<file path="src/rtl/setn_release_sequencer.sv">
// setn_release_sequencer
// Staggered release of active-low set strobes (setn) for banks of
// negative-edge set-flops. An async active-high reset presets every bank
// at once; release is synchronized to clk and spread one bank every
// GAP_CYCLES so the downstream SETN pins never see simultaneous switching
// or a recovery/removal hazard. A run-time request re-presets all banks.
//
// Optional feature macro: SETN_SEQ_REQ_SYNC_EN
//   defined   : req goes through a 2-flop synchronizer and a rising-edge
//               detector; one request per req rise.
//   undefined : req is sampled raw as a level while the sequencer is done.
//
// State table
//   state      | meaning
//   ST_ASSERT  | all banks held set, counting HOLD_CYCLES after rst_s low
//   ST_RELEASE | releasing banks 1..NUM_BANKS-1, one every GAP_CYCLES
//   ST_DONE    | all banks released, waiting for a re-preset request

module setn_release_sequencer #(
  parameter int NUM_BANKS   = 4,
  parameter int SYNC_STAGES = 2,
  parameter int HOLD_CYCLES = 4,
  parameter int GAP_CYCLES  = 8
) (
  input  logic                 clk,
  input  logic                 rst,
  input  logic                 req,
  output logic [NUM_BANKS-1:0] setn,
  output logic                 busy,
  output logic                 done
);

  localparam int CNT_MAX = (HOLD_CYCLES > GAP_CYCLES) ? HOLD_CYCLES : GAP_CYCLES;
  localparam int CNT_W   = $clog2(CNT_MAX + 1);
  localparam int BANK_W  = $clog2(NUM_BANKS) + 1;

  localparam logic [CNT_W-1:0]  HOLD_LAST = CNT_W'(HOLD_CYCLES - 1);
  localparam logic [CNT_W-1:0]  GAP_LAST  = CNT_W'(GAP_CYCLES - 1);
  localparam logic [BANK_W-1:0] BANK_LAST = BANK_W'(NUM_BANKS - 1);

  typedef enum logic [1:0] {
    ST_ASSERT  = 2'd0,
    ST_RELEASE = 2'd1,
    ST_DONE    = 2'd2
  } state_t;

  state_t               state_q, state_d;
  logic [CNT_W-1:0]     cnt_q, cnt_d;
  logic [BANK_W-1:0]    bank_q, bank_d;
  logic [NUM_BANKS-1:0] setn_q, setn_d;
  logic                 done_q, done_d;
  logic                 busy_q, busy_d;

  logic [SYNC_STAGES-1:0] rst_sync_q;
  logic                   rst_s;
  logic                   req_take;

  // Reset-release synchronizer: async set, ones flushed out by zeros so
  // rst_s falls on the SYNC_STAGES-th edge after rst deasserts.
  always_ff @(posedge clk or posedge rst) begin
    if (rst) begin
      rst_sync_q <= '1;
    end else begin
      rst_sync_q <= {rst_sync_q[SYNC_STAGES-2:0], 1'b0};
    end
  end

  assign rst_s = rst_sync_q[SYNC_STAGES-1];

`ifdef SETN_SEQ_REQ_SYNC_EN
  logic [2:0] req_q;

  // Two synchronizer stages plus one delay flop for the rising-edge detect.
  always_ff @(posedge clk or posedge rst) begin
    if (rst) begin
      req_q <= '0;
    end else begin
      req_q <= {req_q[1:0], req};
    end
  end

  // A held request produces a single one-cycle pulse.
  assign req_take = req_q[1] & ~req_q[2];
`else
  // Raw level: a request held high re-triggers on every return to done.
  assign req_take = req;
`endif

  // State, counters and registered outputs.
  always_ff @(posedge clk or posedge rst) begin
    if (rst) begin
      state_q <= ST_ASSERT;
      cnt_q   <= '0;
      bank_q  <= '0;
      setn_q  <= '0;
      done_q  <= 1'b0;
      busy_q  <= 1'b1;
    end else begin
      state_q <= state_d;
      cnt_q   <= cnt_d;
      bank_q  <= bank_d;
      setn_q  <= setn_d;
      done_q  <= done_d;
      busy_q  <= busy_d;
    end
  end

  // Next-state and next-output decode. setn shifts ones in from bit 0, so
  // bits can only rise one at a time and strictly in index order.
  always_comb begin
    state_d = state_q;
    cnt_d   = cnt_q;
    bank_d  = bank_q;
    setn_d  = setn_q;
    done_d  = done_q;

    case (state_q)
      ST_ASSERT: begin
        setn_d = '0;
        done_d = 1'b0;
        if (rst_s) begin
          cnt_d = '0;
        end else if (cnt_q == HOLD_LAST) begin
          cnt_d  = '0;
          setn_d = NUM_BANKS'(1);
          bank_d = BANK_W'(1);
          if (NUM_BANKS == 1) begin
            state_d = ST_DONE;
            done_d  = 1'b1;
          end else begin
            state_d = ST_RELEASE;
          end
        end else begin
          cnt_d = cnt_q + CNT_W'(1);
        end
      end

      ST_RELEASE: begin
        if (cnt_q == GAP_LAST) begin
          cnt_d  = '0;
          setn_d = (setn_q << 1) | NUM_BANKS'(1);
          bank_d = bank_q + BANK_W'(1);
          if (bank_q == BANK_LAST) begin
            state_d = ST_DONE;
            done_d  = 1'b1;
          end
        end else begin
          cnt_d = cnt_q + CNT_W'(1);
        end
      end

      ST_DONE: begin
        setn_d = '1;
        done_d = 1'b1;
        if (req_take) begin
          state_d = ST_ASSERT;
          setn_d  = '0;
          done_d  = 1'b0;
          cnt_d   = '0;
          bank_d  = '0;
        end
      end

      default: begin
        state_d = ST_ASSERT;
        setn_d  = '0;
        done_d  = 1'b0;
        cnt_d   = '0;
        bank_d  = '0;
      end
    endcase

    busy_d = ~done_d;
  end

  assign setn = setn_q;
  assign done = done_q;
  assign busy = busy_q;

endmodule

</file>
<file path="config.mk">
export PLATFORM = sky130hd
export DESIGN_NAME = setn_release_sequencer
export DESIGN_NICKNAME = d
export VERILOG_FILES = /design/src/rtl/setn_release_sequencer.sv
export SDC_FILE = /design/constraint.sdc
export NUM_CORES = 1
export LEC_CHECK = 0
export ABC_AREA = 1
export BUFFER_PORTS_ARGS = -buffer_cell sky130_fd_sc_hd__buf_2
export CORE_MARGIN = 4
export CORE_UTILIZATION = 51
export DETAILED_ROUTE_END_ITERATION = 16
export PLACE_DENSITY = 0.72
export SYNTH_ARGS = -nofsm -noshare
export SYNTH_HDL_FRONTEND = slang
export SYNTH_SLANG_ARGS = --single-unit
</file>
<file path="constraint.sdc">
create_clock -name clk -period 1.41 [get_ports clk]
set_clock_uncertainty 0.15 [all_clocks]
set_input_delay 0.0705 -clock clk [delete_from_list [all_inputs] [get_ports clk]]
set_output_delay 0.0705 -clock clk [all_outputs]
set_load 0.01 [all_outputs]
</file>
**Yosys cells after proc, flatten, opt, wreduce, memory -nomap -nowiden**

Index checks and enable logic that the tools add are counted.

- Output and inout port bits: 6
- Bits of input ports: 3
- Flip-flop bits (word level): 17
- Logic and storage cells: 48

- Multiplexer cells: 25
- Bitwise logic cells: 1
- Equal/unequal tests: 10
- $add $sub $neg: 2
- Reduce and logical (&&, ||, !) cells: 3

Operators by type and width:

| cell | number |
|---|---|
| 4-bit two-way mux | 6 |
| 4-bit one-hot mux with 3 select lines | 2 |
| 3-bit two-way mux | 4 |
| 2-bit two-way mux | 5 |
| 2-bit != test, second input constant | 5 |
| 3-bit one-hot mux with 3 select lines | 1 |
| 2-bit one-hot mux with 3 select lines | 1 |
| 1-bit two-way mux | 5 |
| 5-bit AND reduction | 1 |
| 4-bit by 1-bit adder with 4-bit output, second input constant | 1 |
| 4-bit by 2-bit == test with 1-bit output, second input constant | 1 |
| 4-bit by 3-bit == test with 1-bit output, second input constant | 1 |
| 4-bit AND reduction | 1 |
| 3-bit by 1-bit adder with 3-bit output, second input constant | 1 |
| 3-bit by 2-bit == test with 1-bit output, second input constant | 1 |
| 2-bit by 1-bit == test with 1-bit output, second input constant | 1 |
| 2-bit == test, second input constant | 1 |
| 2-bit logical NOT | 1 |
| 1-bit one-hot mux with 2 select lines | 1 |
| 1-bit NOT | 1 |

**Logic depth before layout (Yosys ltp)**

- Depth in word-level cells: 5
- Depth in mapped cells: 7
- Gate-level depth less buffers: 7

**Worst setup path after synthesis**

Ideal clock, no wire load.

- Kind: flip-flop to flip-flop
- From: register state_q[0]
- To: register cnt_q[3]
- Path buffers: 0
- Cell stages (with the launch flop): 8
- Data required time: 1.189 ns
- Library setup time: 0.071 ns
- Data arrival time: 1.189 ns
- Clock period less this slack: 1.411 ns
- Slack: -0.001 ns
- Cell sequence: dfrtp_1 inv_1 ha_1 inv_1 nor2_2 nor2_1 xor2_1 nor2_1

- Cells in the longest elaborated chain, start to end: 2
- Elaborated cells between the ends (all ways): 5
- Those cells by class: eq/ne (3); mux (1); reduce/logical (1)

Ends and longest elaborated chain:

| what | RTL line | source |
|---|---|---|
| from (decl) | 47 | `state_t state_q, state_d;` |
| from (signal assigned) | 99 | `state_q <= state_d;` |
| 2-bit == test, or another cell as far along | 117 | `case (state_q)` |
| 4-bit one-hot mux with 3 select lines or 2-bit != test (tied branches) | - |  |
| to (signal assigned) | 100 | `cnt_q <= cnt_d;` |
| to (decl) | 48 | `logic [CNT_W-1:0] cnt_q, cnt_d;` |

Parallel ways exist; a longest one is shown, timed or not.
A chain may end at the register's enable or synchronous reset.

**Final worst setup path**

- From: register state_q[1]
- To: register setn_q[0] (netlist: setn[0])

- Cells in the longest elaborated chain, start to end: 2
- Elaborated cells between the ends (all ways): 5
- Those cells by class: eq/ne (3); mux (1); reduce/logical (1)

Ends and longest elaborated chain:

| what | RTL line | source |
|---|---|---|
| 2-bit == test, or another cell as far along | 117 |  |
| 4-bit one-hot mux with 3 select lines or 2-bit != test (tied branches) | - |  |
| to (signal assigned) | 102 | `setn_q <= setn_d;` |
| to (decl) | 50 | `logic [NUM_BANKS-1:0] setn_q, setn_d;` |

Parallel ways exist; a longest one is shown, timed or not.

==> summary by stage <==
Status
The run finished, with violations left. The final reports fail on negative setup slack.

Clock network
The clock transition at the registers of the reported paths is 0.10 ns. For this design, the sink count on the clock tree is 17. The H-tree depth reported by CTS is 1.

The maximum number of buffers from clock root to sink is 2. Clock latency on the worst-skew pair, taken at its later pin, is 0.29 ns. TritonCTS created 3 clock buffers.

The cell at the root of the clock tree is sky130_fd_sc_hd__clkbuf_4. The clock tree from TritonCTS is done.

Finish
The layout overhead on the synthesized area is 40.0%. The finished layout holds ~170 standard cells, fillers aside. The antenna diode count is 0. The top cell types in the final layout, fill and taps aside, are 21 x sky130_fd_sc_hd__nand2_1, 18 x sky130_fd_sc_hd__buf_4, 15 x sky130_fd_sc_hd__inv_1, 13 x sky130_fd_sc_hd__dfrtp_1, 8 x sky130_fd_sc_hd__buf_2. The share of post-route cells with drive strength above 1 is around 40%. The most common library cell in the layout ignoring fill and taps is sky130_fd_sc_hd__nand2_1. Counting the fill cells in the layout gives ~120. The finished layout cell area is about 1300 um2. The final layout contains between 150 and 200 nets. The fraction of the core area covered by cells at the end of the flow is 75.6%.

Synth
The instance count of the mapped netlist is about 110. The flip-flop cell with the highest count after synthesis is sky130_fd_sc_hd__dfrtp_1. In this run, distinct cell masters in the synthesized netlist total 19. The sequential element share of the synthesized area is 46.0%.

Yosys mapped a number of flops with a built-in enable equal to 0. The post-synthesis cell area is between 900 and 1000 um2. The top cell type by area accounts for 37.6% of the synthesized area. Of all flip-flops after synthesis, the portion carrying an async set or reset was 100%. The number of nets in the synthesized netlist is 122.

After synthesis, the cell types taking the most area are sky130_fd_sc_hd__dfrtp_1 38%, sky130_fd_sc_hd__nand2_1 10%, sky130_fd_sc_hd__ha_1 9.4%, sky130_fd_sc_hd__dfstp_2 8.5%, sky130_fd_sc_hd__inv_1 7.2%. The largest total area in the synthesized netlist belongs to sky130_fd_sc_hd__dfrtp_1. The average instance in the mapped netlist occupies 8.32 um2. The flip-flop and latch count after synthesis is 17.

The total number of yosys warnings is 0.

Job
The max-cap check violation count is 0.

Placed design
In this run the tool buffered the top-level ports with 8 buffer cells. The placed cell area is 1120 um2. The post-placement worst setup slack is -0.0520 ns. At the end of routability-driven placement, the weighted congestion stood at 0.893.

In this run, placement finished with an instance count of 159. The post-detailed-placement half-perimeter wirelength is 1.45 mm.

Timing
Subtracting the final worst setup slack from the clock period gives approximately 1.4 ns. The slack of the critical path is -0.0114 ns. The achievable clock frequency is 704 MHz. Setup violations remaining at the end of the flow were counted as 9. The final-report hold violation count is 0. Setup repair after global routing could not meet its margin everywhere. The max-slew violation total from the final report is 0. The share of the cycle needed by the critical path after routing is 101%.

Routing
The average wire per standard cell is 13.1 um. The number of antenna-violating nets in the routed design is 0. The pre-antenna-repair detailed-routing pass consisted of 4 iterations. The number of vias after detailed routing is 840. The detailed-route wire length is between 2 and 2.5 mm. In the routed layout, each cell is associated on average with a via count of 5.00. After detailed routing, the number of remaining DRC violations is 0. In this run, the number of DRC markers left after iteration 0 of detailed routing was 15.

Global routing
The first global-routing pass estimated 3.52 mm of wire. Entering global routing, the biggest net connects 18 pins. For this run, the total global-route usage over all layers was measured as 18.3%.

The via count of the first global-routing pass is 825. Summed over all layers, the global routing overflow is 0. The initial antenna violation count came to 0.

Floorplan
The total area inside the core boundary comes to 1730 um2. The die boundary height is between 50 and 60 um. The starting density of the core is approximately 54%. The horizontal die dimension is 50.8 um. The top-level I/O count is 9. The number of core rows is 15.

The overall die area is 2580 um2.

Critical path
Of all nets on the critical path, the largest fanout is 7. The required arrival time at the worst endpoint is 1.45 ns. The type of the worst setup path is reg -> reg. STA classifies the critical path startpoint as a register. The data arrival time of the worst path is 1.46 ns.

STA classifies the critical path endpoint as a register. The reg2reg setup slack is -0.01 ns.

Hold path
The path class of the tightest hold or removal check is in -> reg.

Power
The total leakage power is ~0.66 nW. The total power of the final layout is 1.98 mW. VDD sags by at most 0.816 mV.

Power spread over the standard cell area amounts to 1520 nW/um2.
==> where the power goes <==
part / internal, mW / switching (mW) / total, mW
logic: 0.483 / 0.563 / 1.05
registers: 0.586 / 0.0852 / 0.671
clock network: 0.110 / 0.154 / 0.264
==> synthesized netlist by cell type, types with 2 or more instances <==
| cell | count |
|---|---|
| sky130_fd_sc_hd__nand3_1 | 9 |
| sky130_fd_sc_hd__ha_1 | 7 |
| sky130_fd_sc_hd__buf_2 | 2 |
| sky130_fd_sc_hd__dfstp_2 | 3 |
| sky130_fd_sc_hd__dfrtp_1 | 14 |
| sky130_fd_sc_hd__nand2_1 | 25 |
| sky130_fd_sc_hd__o21ai_0 | 6 |
| sky130_fd_sc_hd__nor2_1 | 8 |
| sky130_fd_sc_hd__nand4_1 | 6 |
| sky130_fd_sc_hd__nand2_4 | 2 |
| sky130_fd_sc_hd__inv_1 | 18 |
| sky130_fd_sc_hd__nand3_2 | 2 |
| sky130_fd_sc_hd__a21oi_1 | 4 |
==> layer usage <==
metal	track usage (%)	wire (um)	up-vias	share of wire (%)
met3	4.15	60	4	2.7
met1	23.0	1000	408	45
met4	9.42	34	0	1.5
li1	-	-	417	-
met2	29.1	1110	11	50
met5	0	0	-	0
==> state kept, by name, indices dropped and copies added (netlist names) <==
| signal | count |
|---|---|
| bank_q | 3 |
| busy | 1 |
| cnt_q | 4 |
| done | 1 |
| rst_sync_q | 2 |
| setn | 4 |
| state_q | 2 |
==> metrics by stage <==
step	hold WS, ns	TNS, ns
after floorplan	-0.156	0
after global placement	-0.0645	-0.0703
after detailed placement	-0.0505	-0.424
after CTS	0.0364	-0.00227
after global routing	0.0435	-0.986
final	0.0410	-0.0613
==> layout make-up <==
| cell class | count | area, um2 | area share (%) |
|---|---|---|---|
| inverter | 18 | 67.6 | 5.18 |
| tap | 25 | 31.3 | 2.40 |
| timing repair buffer | 29 | 211 | 16.2 |
| multi-input combinational | 75 | 538 | 41.2 |
| sequential | 17 | 430 | 33.0 |
| clock buffer | 4 | 26.3 | 2.01 |
==> cell families after synthesis <==
kind of cell	synth area share (%)
and+or+nand+nor	28.1
other	0.402
DFF	46.0
buffers and inverters	8.32
adders and majority gates	9.40
xor gates and xnor gates	0.940
AOI/OAI and AO/OA	6.85
==> worst max-delay path: stages (launching register included) <==
cell	delay, ns
sky130_fd_sc_hd__dfrtp_1	0.44
sky130_fd_sc_hd__inv_2	0.10
sky130_fd_sc_hd__ha_4	0.15
sky130_fd_sc_hd__buf_8	0.13
sky130_fd_sc_hd__nand2_8	0.08
sky130_fd_sc_hd__nand2_4	0.08
sky130_fd_sc_hd__o21bai_1	0.11
sky130_fd_sc_hd__nand2_1	0.08
==> final timing paths <==
check	start	endpoint	depth (start not counted)
setup / recovery	state_q[1]	setn[0]	7
hold / removal	req	done	4
setup reg to reg	state_q[1]	setn[0]	7
hold reg to reg	rst_sync_q[0]	rst_sync_q[1]	0
max in group asynchronous	rst	rst_sync_q[0]	4
min in group asynchronous	rst	done	4
==> timing repair <==
item                                   4_1_cts  5_1_grt
hold buffers                                 1        0
endpoints found under the hold margin       17        0
buffers inserted                             2        2
gates resized for setup                     20       13
pin swaps                                    2        8
setup endpoints to repair                   13       15
Power figures use the tool's default switching activity.
